`src/rtl/rx_frame_pkg.sv`:
```
// Shared types and constants for the receive framing controller.
// States, abort codes and the default frame marker live here.
package rx_frame_pkg;

    typedef enum logic [2:0] {
        HUNT,
        LEN,
        PAYLOAD,
        CSUM,
        HOLD
    } state_t;

    localparam logic [1:0] ERR_NONE = 2'b00;
    localparam logic [1:0] ERR_LEN  = 2'b01;
    localparam logic [1:0] ERR_CSUM = 2'b10;
    localparam logic [1:0] ERR_TMO  = 2'b11;

    localparam logic [7:0] DEF_SYNC_BYTE = 8'hA5;

    // Running frame checksum is a plain modulo-256 byte sum.
    function automatic logic [7:0] sum8(input logic [7:0] a, input logic [7:0] b);
        return a + b;
    endfunction

endpackage

```
`src/rtl/rx_frame_timer.sv`:
```
// Inter-byte timeout: counts brg_en ticks while running, expire_o flags the final tick.
// Latency: expire_o is combinational on the tick that reaches TIMEOUT_TICKS; no backpressure.
module rx_frame_timer #(
    parameter int TIMEOUT_TICKS = 640,
    parameter int TMO_W         = 12
) (
    input  logic clk,
    input  logic rst,
    input  logic brg_en_i,
    input  logic run_i,
    input  logic clr_i,
    output logic expire_o
);

    localparam logic [TMO_W-1:0] LAST_CNT = TMO_W'(TIMEOUT_TICKS - 1);

    logic [TMO_W-1:0] cnt_q;
    logic [TMO_W-1:0] cnt_d;

    always_comb begin
        cnt_d = cnt_q;
        if (clr_i || !run_i) begin
            cnt_d = '0;
        end else if (brg_en_i) begin
            cnt_d = cnt_q + 1'b1;
        end
    end

    always_ff @(posedge clk) begin
        if (rst) begin
            cnt_q <= '0;
        end else begin
            cnt_q <= cnt_d;
        end
    end

    // Flag the tick that would bring the count to TIMEOUT_TICKS.
    assign expire_o = run_i && !clr_i && brg_en_i && (cnt_q == LAST_CNT);

endmodule

```
`src/rtl/rx_frame_ctrl.sv`:
```
// Parses sync/length/payload/checksum frames from the byte receiver into a host buffer.
// Outputs are registered one cycle after the accepting edge; a completed frame is held until frame_ack.
module rx_frame_ctrl
    import rx_frame_pkg::*;
#(
    parameter int         MAX_LEN       = 64,
    parameter int         ADDR_W        = 6,
    parameter logic [7:0] SYNC_BYTE     = DEF_SYNC_BYTE,
    parameter int         TIMEOUT_TICKS = 640,
    parameter int         TMO_W         = 12
) (
    input  logic              clk,
    input  logic              rst,
    input  logic              brg_en,
    input  logic              rx_rda,
    input  logic [7:0]        rx_data,
    output logic              rx_clear,
    output logic              wr_en,
    output logic [ADDR_W-1:0] wr_addr,
    output logic [7:0]        wr_data,
    output logic              frame_done,
    output logic [7:0]        frame_len,
    output logic              frame_err,
    output logic [1:0]        err_code,
    input  logic              frame_ack,
    output logic              busy,
    output logic [7:0]        drop_cnt
);

    localparam logic [7:0] MAX_LEN_B = 8'(MAX_LEN);

    state_t            state_q;
    logic              rda_q;
    logic [7:0]        len_q;
    logic [7:0]        sum_q;
    logic [7:0]        idx_q;
    logic              rx_clear_q;
    logic              wr_en_q;
    logic [ADDR_W-1:0] wr_addr_q;
    logic [7:0]        wr_data_q;
    logic              frame_done_q;
    logic [7:0]        frame_len_q;
    logic              frame_err_q;
    logic [1:0]        err_code_q;
    logic [7:0]        drop_cnt_q;

    logic       accept;
    logic       timed;
    logic       tmo_expire;
    logic [7:0] byte_sum;

    // Rising edge of the receiver's level; rda_q powers up high so a stale byte is skipped.
    assign accept   = rx_rda && !rda_q;
    assign timed    = (state_q == LEN) || (state_q == PAYLOAD) || (state_q == CSUM);
    assign byte_sum = sum8(sum_q, rx_data);

    rx_frame_timer #(
        .TIMEOUT_TICKS (TIMEOUT_TICKS),
        .TMO_W         (TMO_W)
    ) u_timer (
        .clk      (clk),
        .rst      (rst),
        .brg_en_i (brg_en),
        .run_i    (timed),
        .clr_i    (accept),
        .expire_o (tmo_expire)
    );

    always_ff @(posedge clk) begin
        if (rst) begin
            state_q      <= HUNT;
            rda_q        <= 1'b1;
            len_q        <= '0;
            sum_q        <= '0;
            idx_q        <= '0;
            rx_clear_q   <= 1'b0;
            wr_en_q      <= 1'b0;
            wr_addr_q    <= '0;
            wr_data_q    <= '0;
            frame_done_q <= 1'b0;
            frame_len_q  <= '0;
            frame_err_q  <= 1'b0;
            err_code_q   <= ERR_NONE;
            drop_cnt_q   <= '0;
        end else begin
            rda_q        <= rx_rda;
            rx_clear_q   <= accept;
            wr_en_q      <= 1'b0;
            frame_done_q <= 1'b0;
            frame_err_q  <= 1'b0;

            case (state_q)
                HUNT: begin
                    if (accept && rx_data == SYNC_BYTE) begin
                        state_q <= LEN;
                    end
                end
                LEN: begin
                    if (accept) begin
                        if (rx_data == 8'd0 || rx_data > MAX_LEN_B) begin
                            frame_err_q <= 1'b1;
                            err_code_q  <= ERR_LEN;
                            state_q     <= HUNT;
                        end else begin
                            len_q   <= rx_data;
                            sum_q   <= rx_data;
                            idx_q   <= '0;
                            state_q <= PAYLOAD;
                        end
                    end
                end
                PAYLOAD: begin
                    if (accept) begin
                        wr_en_q   <= 1'b1;
                        wr_addr_q <= idx_q[ADDR_W-1:0];
                        wr_data_q <= rx_data;
                        sum_q     <= byte_sum;
                        idx_q     <= idx_q + 8'd1;
                        if (idx_q == len_q - 8'd1) begin
                            state_q <= CSUM;
                        end
                    end
                end
                CSUM: begin
                    if (accept) begin
                        if (rx_data == sum_q) begin
                            frame_done_q <= 1'b1;
                            frame_len_q  <= len_q;
                            state_q      <= HOLD;
                        end else begin
                            frame_err_q <= 1'b1;
                            err_code_q  <= ERR_CSUM;
                            state_q     <= HUNT;
                        end
                    end
                end
                HOLD: begin
                    if (accept && drop_cnt_q != 8'hFF) begin
                        drop_cnt_q <= drop_cnt_q + 8'd1;
                    end
                    if (frame_ack) begin
                        frame_len_q <= '0;
                        state_q     <= HUNT;
                    end
                end
                default: begin
                    state_q <= HUNT;
                end
            endcase

            // An accept on the expiring tick restarts the timer instead of aborting.
            if (!accept && tmo_expire) begin
                frame_err_q <= 1'b1;
                err_code_q  <= ERR_TMO;
                state_q     <= HUNT;
            end
        end
    end

    assign rx_clear   = rx_clear_q;
    assign wr_en      = wr_en_q;
    assign wr_addr    = wr_addr_q;
    assign wr_data    = wr_data_q;
    assign frame_done = frame_done_q;
    assign frame_len  = frame_len_q;
    assign frame_err  = frame_err_q;
    assign err_code   = err_code_q;
    assign busy       = (state_q != HUNT);
    assign drop_cnt   = drop_cnt_q;

endmodule

```
`config.mk`:
```
export PLATFORM = sky130hd
export DESIGN_NAME = rx_frame_ctrl
export DESIGN_NICKNAME = d
export VERILOG_FILES = /design/src/rtl/rx_frame_pkg.sv /design/src/rtl/rx_frame_timer.sv /design/src/rtl/rx_frame_ctrl.sv
export SDC_FILE = /design/constraint.sdc
export NUM_CORES = 1
export LEC_CHECK = 0
export CAP_MARGIN = 30
export CORE_ASPECT_RATIO = 1.2
export CORE_MARGIN = 4
export CORE_UTILIZATION = 38
export CTS_CLUSTER_DIAMETER = 200
export DETAILED_ROUTE_END_ITERATION = 10
export SLEW_MARGIN = 10
export SYNTH_ARGS = -nofsm -noshare
export SYNTH_HDL_FRONTEND = slang
export SYNTH_SLANG_ARGS = --single-unit
```
`constraint.sdc`:
```
create_clock -name clk -period 2.4 [get_ports clk]
set_input_delay 0.48 -clock clk [delete_from_list [all_inputs] [get_ports clk]]
set_output_delay 0.48 -clock clk [all_outputs]
set_load 0.005 [all_outputs]
```
**Yosys cells after proc, flatten, opt, wreduce, memory -nomap -nowiden**

Index checks and enable logic that the tools add are counted.
Widths: inputs -> output; s select.

- Word-level logic and storage cells: 112
- Bits in registers: 76
- Output and inout port bits: 37
- Bits of input ports: 13

- Bitwise gates (word level): 4
- Reductions and logical operators: 31
- Mux-type cells: 35
- Add/subtract/negate cells: 5
- Eq/ne operators: 21
- Magnitude comparators: 1

Operator list:

| cell | count |
|---|---|
| $mux 8 | 9 |
| $pmux 8 s2 | 3 |
| $mux 3 | 7 |
| $add 8x1->8 const B | 2 |
| $eq 8x8->1 | 2 |
| $pmux 3 s5 | 1 |
| $add 12x1->12 const B | 1 |
| $eq 12x10->1 const B | 1 |
| $mux 2 | 6 |
| $ne 2x2->1 const B | 6 |
| $ne 3x2->1 const B | 3 |
| $add 8x8->8 | 1 |
| $eq 8x8->1 const B | 1 |
| $gt 8x7->1 const B | 1 |
| $logic_not 8->1 | 1 |
| $ne 8x8->1 const B | 1 |
| $reduce_and 4->1 | 2 |
| $sub 8x1->8 const B | 1 |
| $logic_and 1x1->1 | 7 |
| $mux 1 | 7 |
| $eq 3x2->1 const B | 2 |
| $reduce_and 6->1 | 1 |
| $reduce_bool 3->1 | 2 |
| $reduce_or 2->1 | 3 |
| 15 further kinds | 26 |

**Logic depth before layout (Yosys ltp)**

- Word-level depth: 9
- Mapped depth: 9
- Gate-level depth less buffers: 9

**Modules after synthesis**

From an unflattened synthesis, not the netlist that was laid out.

- Cell total of the unflattened synthesis: 437
- Area total of the unflattened synthesis: 3737.3 um2

By module, submodules not included:

| module | cells an instance | sequential area each (um2) | area an instance (um2) | instances |
|---|---|---|---|---|
| rx_frame_ctrl | 374 | 1281.2 | 3165.5 | 1 |
| rx_frame_timer | 63 | 240.2 | 571.8 | 1 |

**Worst setup path before layout**

No wires, ideal clock.

- Path kind: input to register
- Start: input rx_data[5]
- End: register idx_q[6]
- Required time: 2330 ps
- Setup time: 70 ps
- Stages: 6
- Data arrival time: 1955 ps
- Path buffers: 0
- Setup slack: 375 ps
- Path through: nor3_2 a21boi_2 o41ai_4 nand3_1 or4_1 a21oi_1

- Cells in the longest elaborated chain, start to end: 4
- Elaborated cells between the ends (all ways): 5
- Classes of those cells: order compare (1); eq/ne (1); reduce/logical (3)

RTL lines:

| what | RTL line | source |
|---|---|---|
| from (decl) | rx_frame_ctrl.sv:16 | `input logic [7:0] rx_data,` |
| $gt 8x7->1 / $logic_not 8->1 (equally long branches) | rx_frame_ctrl.sv:100 | `if (rx_data == 8'd0 \|\| rx_data > MAX_LEN_B) begin` |
| $logic_or 1x1->1 (*) | rx_frame_ctrl.sv:100 |  |
| $ne 2x2->1 (no line) (*) | - |  |
| $reduce_and 4->1 (no line) (*) | - |  |
| to (signal assigned) | rx_frame_ctrl.sv:118 | `idx_q <= idx_q + 8'd1;` |
| to (decl) | rx_frame_ctrl.sv:36 | `logic [7:0] idx_q;` |

Mark *: on every way between the ends. The rest lies on a longest branch, timed or not.
A chain may end at the register's enable or synchronous reset.

**Final worst setup path**

- Start: input rx_data[7]
- End: register idx_q[6]

The elaborated chain is that of the path after synthesis.

==> summary.txt <==
Worst setup path
  • Cell depth of the worst setup path: 7
  • Critical-path maximum fanout: 4
  • Crit path launch type: primary input
  • Crit path largest cell delay: 0.50 ns
  • Setup crit start: rx_data[7]
  • Crit-path cells: clkdlybuf4s50_1, buf_4, or2_2, o41ai_4, nand3_1, or4_1, a21oi_1
  • CP required: between 2 and 3 ns
  • FF-to-FF path depth: 8
  • Crit path to: idx_q[6]$_SDFFE_PP0P_
  • Slowest-stage cell, CP: clkdlybuf4s50_1
  • Crit path buf inv count: 2
  • R2R Path Start: state_q[2]$_SDFFE_PP0P_
  • Critical Path AT: 2.52 ns
  • R2R Setup Slk: between 0.3 and 0.4 ns
  • Capturing point of the worst reg2reg path: sum_q[0]$_SDFFE_PP0P_
  • Critical Path Sink Type: flop
  • Largest delay contributor family on the critical path: simple AND/OR/NAND/NOR gates
  • Kind of critical path: primary input to flop

Yosys
  • Synth Register Bits: between 70 and 80
  • Count of different cell masters after synthesis: 54
  • Mapped Area: about 0.0037 mm^2
  • Predominant post-synthesis flop cell: dfxtp_1
  • Warnings from Yosys: 0
  • Synthesized instance count: around 440
  • Post-synth EDFFs: 0
  • Syn_nets: around 460
  • Seq/Total Area, Yosys: 41.1%
  • Post-synth ARST share: 0%
  • Synthesized area per cell: roughly 8.5 um^2

Clock tree
  • Clk Latency, worst-skew pair: roughly 0.33 ns
  • Post-CTS Setup Inserts: 0
  • CTS buffer count: 9
  • CTS tree: done
  • Clock root buffer: clkbuf_16
  • Reg clk slew, reported paths: 0.06 ns
  • Sink Count: 76
  • H-tree depth: 3
  • Max Root-Sink Buffers: 2

Power
  • Worst VDD drop: 0.455 mV
  • Pint: roughly 2.2 mW
  • Switching share of power: between 20% and 30%
  • Total Power: between 2 and 3 mW
  • Psw: 0.591 mW
  • Sequential share of power: 46.0%
  • Clock share of power: 49.6%
  • P per Cell Area: 556 mW/mm^2
  • Logic gate share of total power: under 10%
  • Leakage: 1.81 nW

Timing
  • Clk_skew: ~0.0043 ns
  • Tcrit/Tclk final: between 90% and 100%
  • Slew Viols, Final: 0
  • Final Hold Slack: 0.452 ns
  • Fmax: ~0.44 GHz
  • Final Hold Fails: 0
  • Final setup margin: between 0.1 and 0.15 ns
  • Slew headroom: 71.1%
  • Final Critical Period: 2.26 ns
  • Setup violators final: 0
  • Measured slew at the worst slew-check pin: around 0.43 ns
  • Unrepaired setup endpoints after global routing: no

Placed design
  • GPL Wtd Cong: 0.892
  • DP Wirelength: around 7 mm
  • Placed cells: approximately 630
  • PortBufs: 49
  • Pre-CTS setup slack: -0.416 ns

Drt
  • DRC: 0
  • Total Wirelength: roughly 9.6 mm
  • DR WL/cell: between 10 and 15 um
  • Drt first pass iters: 4
  • Vias per inst: about 5.2
  • DR iter-0 viols: between 100 and 150
  • Vias: roughly 3400
  • Post-route ant nets: 0

Layout
  • Fill count: ~910
  • Multi-input gate area: 0.00210 mm^2
  • Area grow syn2layout: 33.3%
  • Register area: 0.00152 mm^2
  • Fraction of layout cells with a size suffix above 1: around 14%
  • Layout Cells excl Fill: between 600 and 700
  • Number of nets in the layout: between 500 and 600
  • Antenna cell count: 0

Global routing
  • Global-route wire length before repair: around 16 mm
  • Vias in the first global route: 3407
  • Initial antenna violation count: 0
  • Met2 GRT Util: 30.3%
  • Met1 Resource Use GR: between 20% and 30%
  • GRT busiest layer: met2
  • Total gr overflow: 0
  • Largest net degree at the start of global routing: 25
  • GR met3 Demand/Resource: around 4.3%
  • Overall global routing resource usage: 17.6%

Status
  • Outcome: finished, final reports clean

Die
  • Site Rows: 39
  • Width of the die: about 98 um
  • Area of the core: ~0.0095 mm^2
  • Die footprint: about 0.011 mm^2
  • IO Pins: 50
  • Initial Utilization: approximately two fifths
  • Die Y: between 100 and 150 um

Worst hold path
  • Hold_sp: wr_data[7]$_SDFFE_PP0P_
  • Hold WC Path Type: flop to flop

Run
  • Max_cap viols: 0
==> per-stage QoR <==
step / area (um^2) / setup TNS [ns] / util, %
finish: 4930 / 0 / 51.8
global route: 4930 / 0 / 51.8
CTS: 4900 / 0 / 51.5
detailed placement: 4590 / -7.92 / 48.3
global placement: 4590 / -7.86 / 48.3
floorplan: 3700 / 0 / -
==> what timing repair did <==
| action | in CTS | in global routing |
|---|---|---|
| hold buffers | 0 | 0 |
| gates resized for setup | 2 | 10 |
| endpoints found under the setup margin | 2 | 18 |
| pin swaps | 1 | 3 |
==> logic make-up (layout without fill, tap and decap cells) <==
logic type / count (synthesis) / after routing / share of synthesized area, %
adder cells (fa/ha/maj): 12 / 12 / 4.26
AO/OA/AOI/OAI: 73 / 73 / 14.2
XOR/XNOR: 36 / 36 / 8.52
AND/OR/NAND/NOR: 201 / 201 / 26.4
multiplexers: 9 / 9 / 2.43
buffers and inverters: 29 / 117 / 3.04
flip-flops: 76 / 76 / 41.1
==> synthesized netlist by cell type (3+ instances only) <==
master    count  area (um^2)
a211oi_1      6         45.0
nor2_1       57          214
a21o_1        3         22.5
o21ai_0       7         35.0
nand2_1      60          225
clkbuf_1     15         56.3
xor2_1       19          166
nor2b_1       5         31.3
nand4_1      11         68.8
inv_1        11         41.3
and3b_1       3         26.3
dfxtp_1      76         1520
ha_1         11          138
nand2b_1      4         25.0
a21oi_1      31          155
a311oi_1      4         35.0
and3_1        5         31.3
xnor2_1      17          149
mux2i_1       9         90.1
or2_2         3         18.8
nor3_1       16         80.1
or3_1         3         18.8
buf_2         3         15.0
nand3_1      19         95.1
==> registers in the layout (all words and copies together), names as in the netlist, 6 cells and up <==
signal,count
len_q,8
frame_len,8
idx_q,8
wr_addr,6
u_timer.cnt_q,12
drop_cnt,8
wr_data,8
sum_q,8
==> how the worst min path moves through the flow <==
stage                                          to  slack (ns)  cells past startpoint
final                     wr_data[7]$_SDFFE_PP0P_        0.45                      2
after global routing      wr_addr[5]$_SDFFE_PP0P_        0.47                      2
after CTS                 wr_data[7]$_SDFFE_PP0P_        0.46                      2
after detailed placement  wr_data[7]$_SDFFE_PP0P_        0.45                      2
after global placement    wr_data[7]$_SDFFE_PP0P_        0.44                      2
after floorplan             len_q[7]$_SDFFE_PP0P_        0.44                      2
==> cell type report <==
cell class              instances  share of cell area (%)
inverters                      11                   0.837
clock inverters                 5                    1.22
flip-flops and latches         76                    30.8
multi-input cells             331                    42.5
clock buffers                  11                    4.92
repair buffers                 90                    16.6
well taps                     123                    3.12
==> routing by layer <==
layer / part of all wire, % / vias to the layer above
li1: - / 1691
met1: 45 / 1566
met2: 48 / 77
met3: 5.4 / 20
met4: 2.0 / 0
met5: 0 / -
==> placed cells by master, fill, tap and decap left out, drive strengths merged, types with 2 or more instances in the layout <==
cell | Yosys | layout
o21a | 2 | 2
o2111ai | 2 | 2
nand4 | 12 | 12
nor2 | 57 | 57
a41oi | 2 | 2
nor2b | 5 | 5
and3 | 5 | 5
a211oi | 6 | 6
dlymetal6s2s | 0 | 5
clkbuf | 15 | 11
a21o | 3 | 3
a311oi | 5 | 5
clkdlybuf4s50 | 0 | 42
mux2i | 9 | 9
and2 | 2 | 2
o21ai | 7 | 7
nand3 | 19 | 19
a21boi | 2 | 2
clkinv | 0 | 2
nand2 | 60 | 60
xnor2 | 17 | 17
nor3 | 18 | 18
nand3b | 2 | 2
xor2 | 19 | 19
and3b | 4 | 4
ha | 11 | 11
inv | 11 | 12
or3 | 3 | 3
or4 | 2 | 2
a21oi | 31 | 31
dfxtp | 76 | 76
buf | 3 | 42
or2 | 3 | 3
o211ai | 2 | 2
o311ai | 2 | 2
nand2b | 4 | 4
==> power by group through the flow <==
stage          sequential, mW  combinational [mW]  clock [mW]
3_3_place_gp             1.29               0.117           0
4_1_cts                  1.26               0.118        1.40
6_report                 1.26               0.119        1.36
3_5_place_dp             1.29               0.118           0
2_1_floorplan            1.29              0.0473           0
5_1_grt                  1.26               0.129        1.45
==> worst register-to-register path, cell delays in order (launching register included) <==
cell and delay (ns):
dfxtp_1 0.42, or3b_1 0.39, o22ai_1 0.32, a31oi_4 0.07, buf_4 0.16, and2_1 0.15
buf_12 0.14, buf_4 0.13, a311oi_1 0.19
Note: power is estimated with default switching activity, not from simulation.
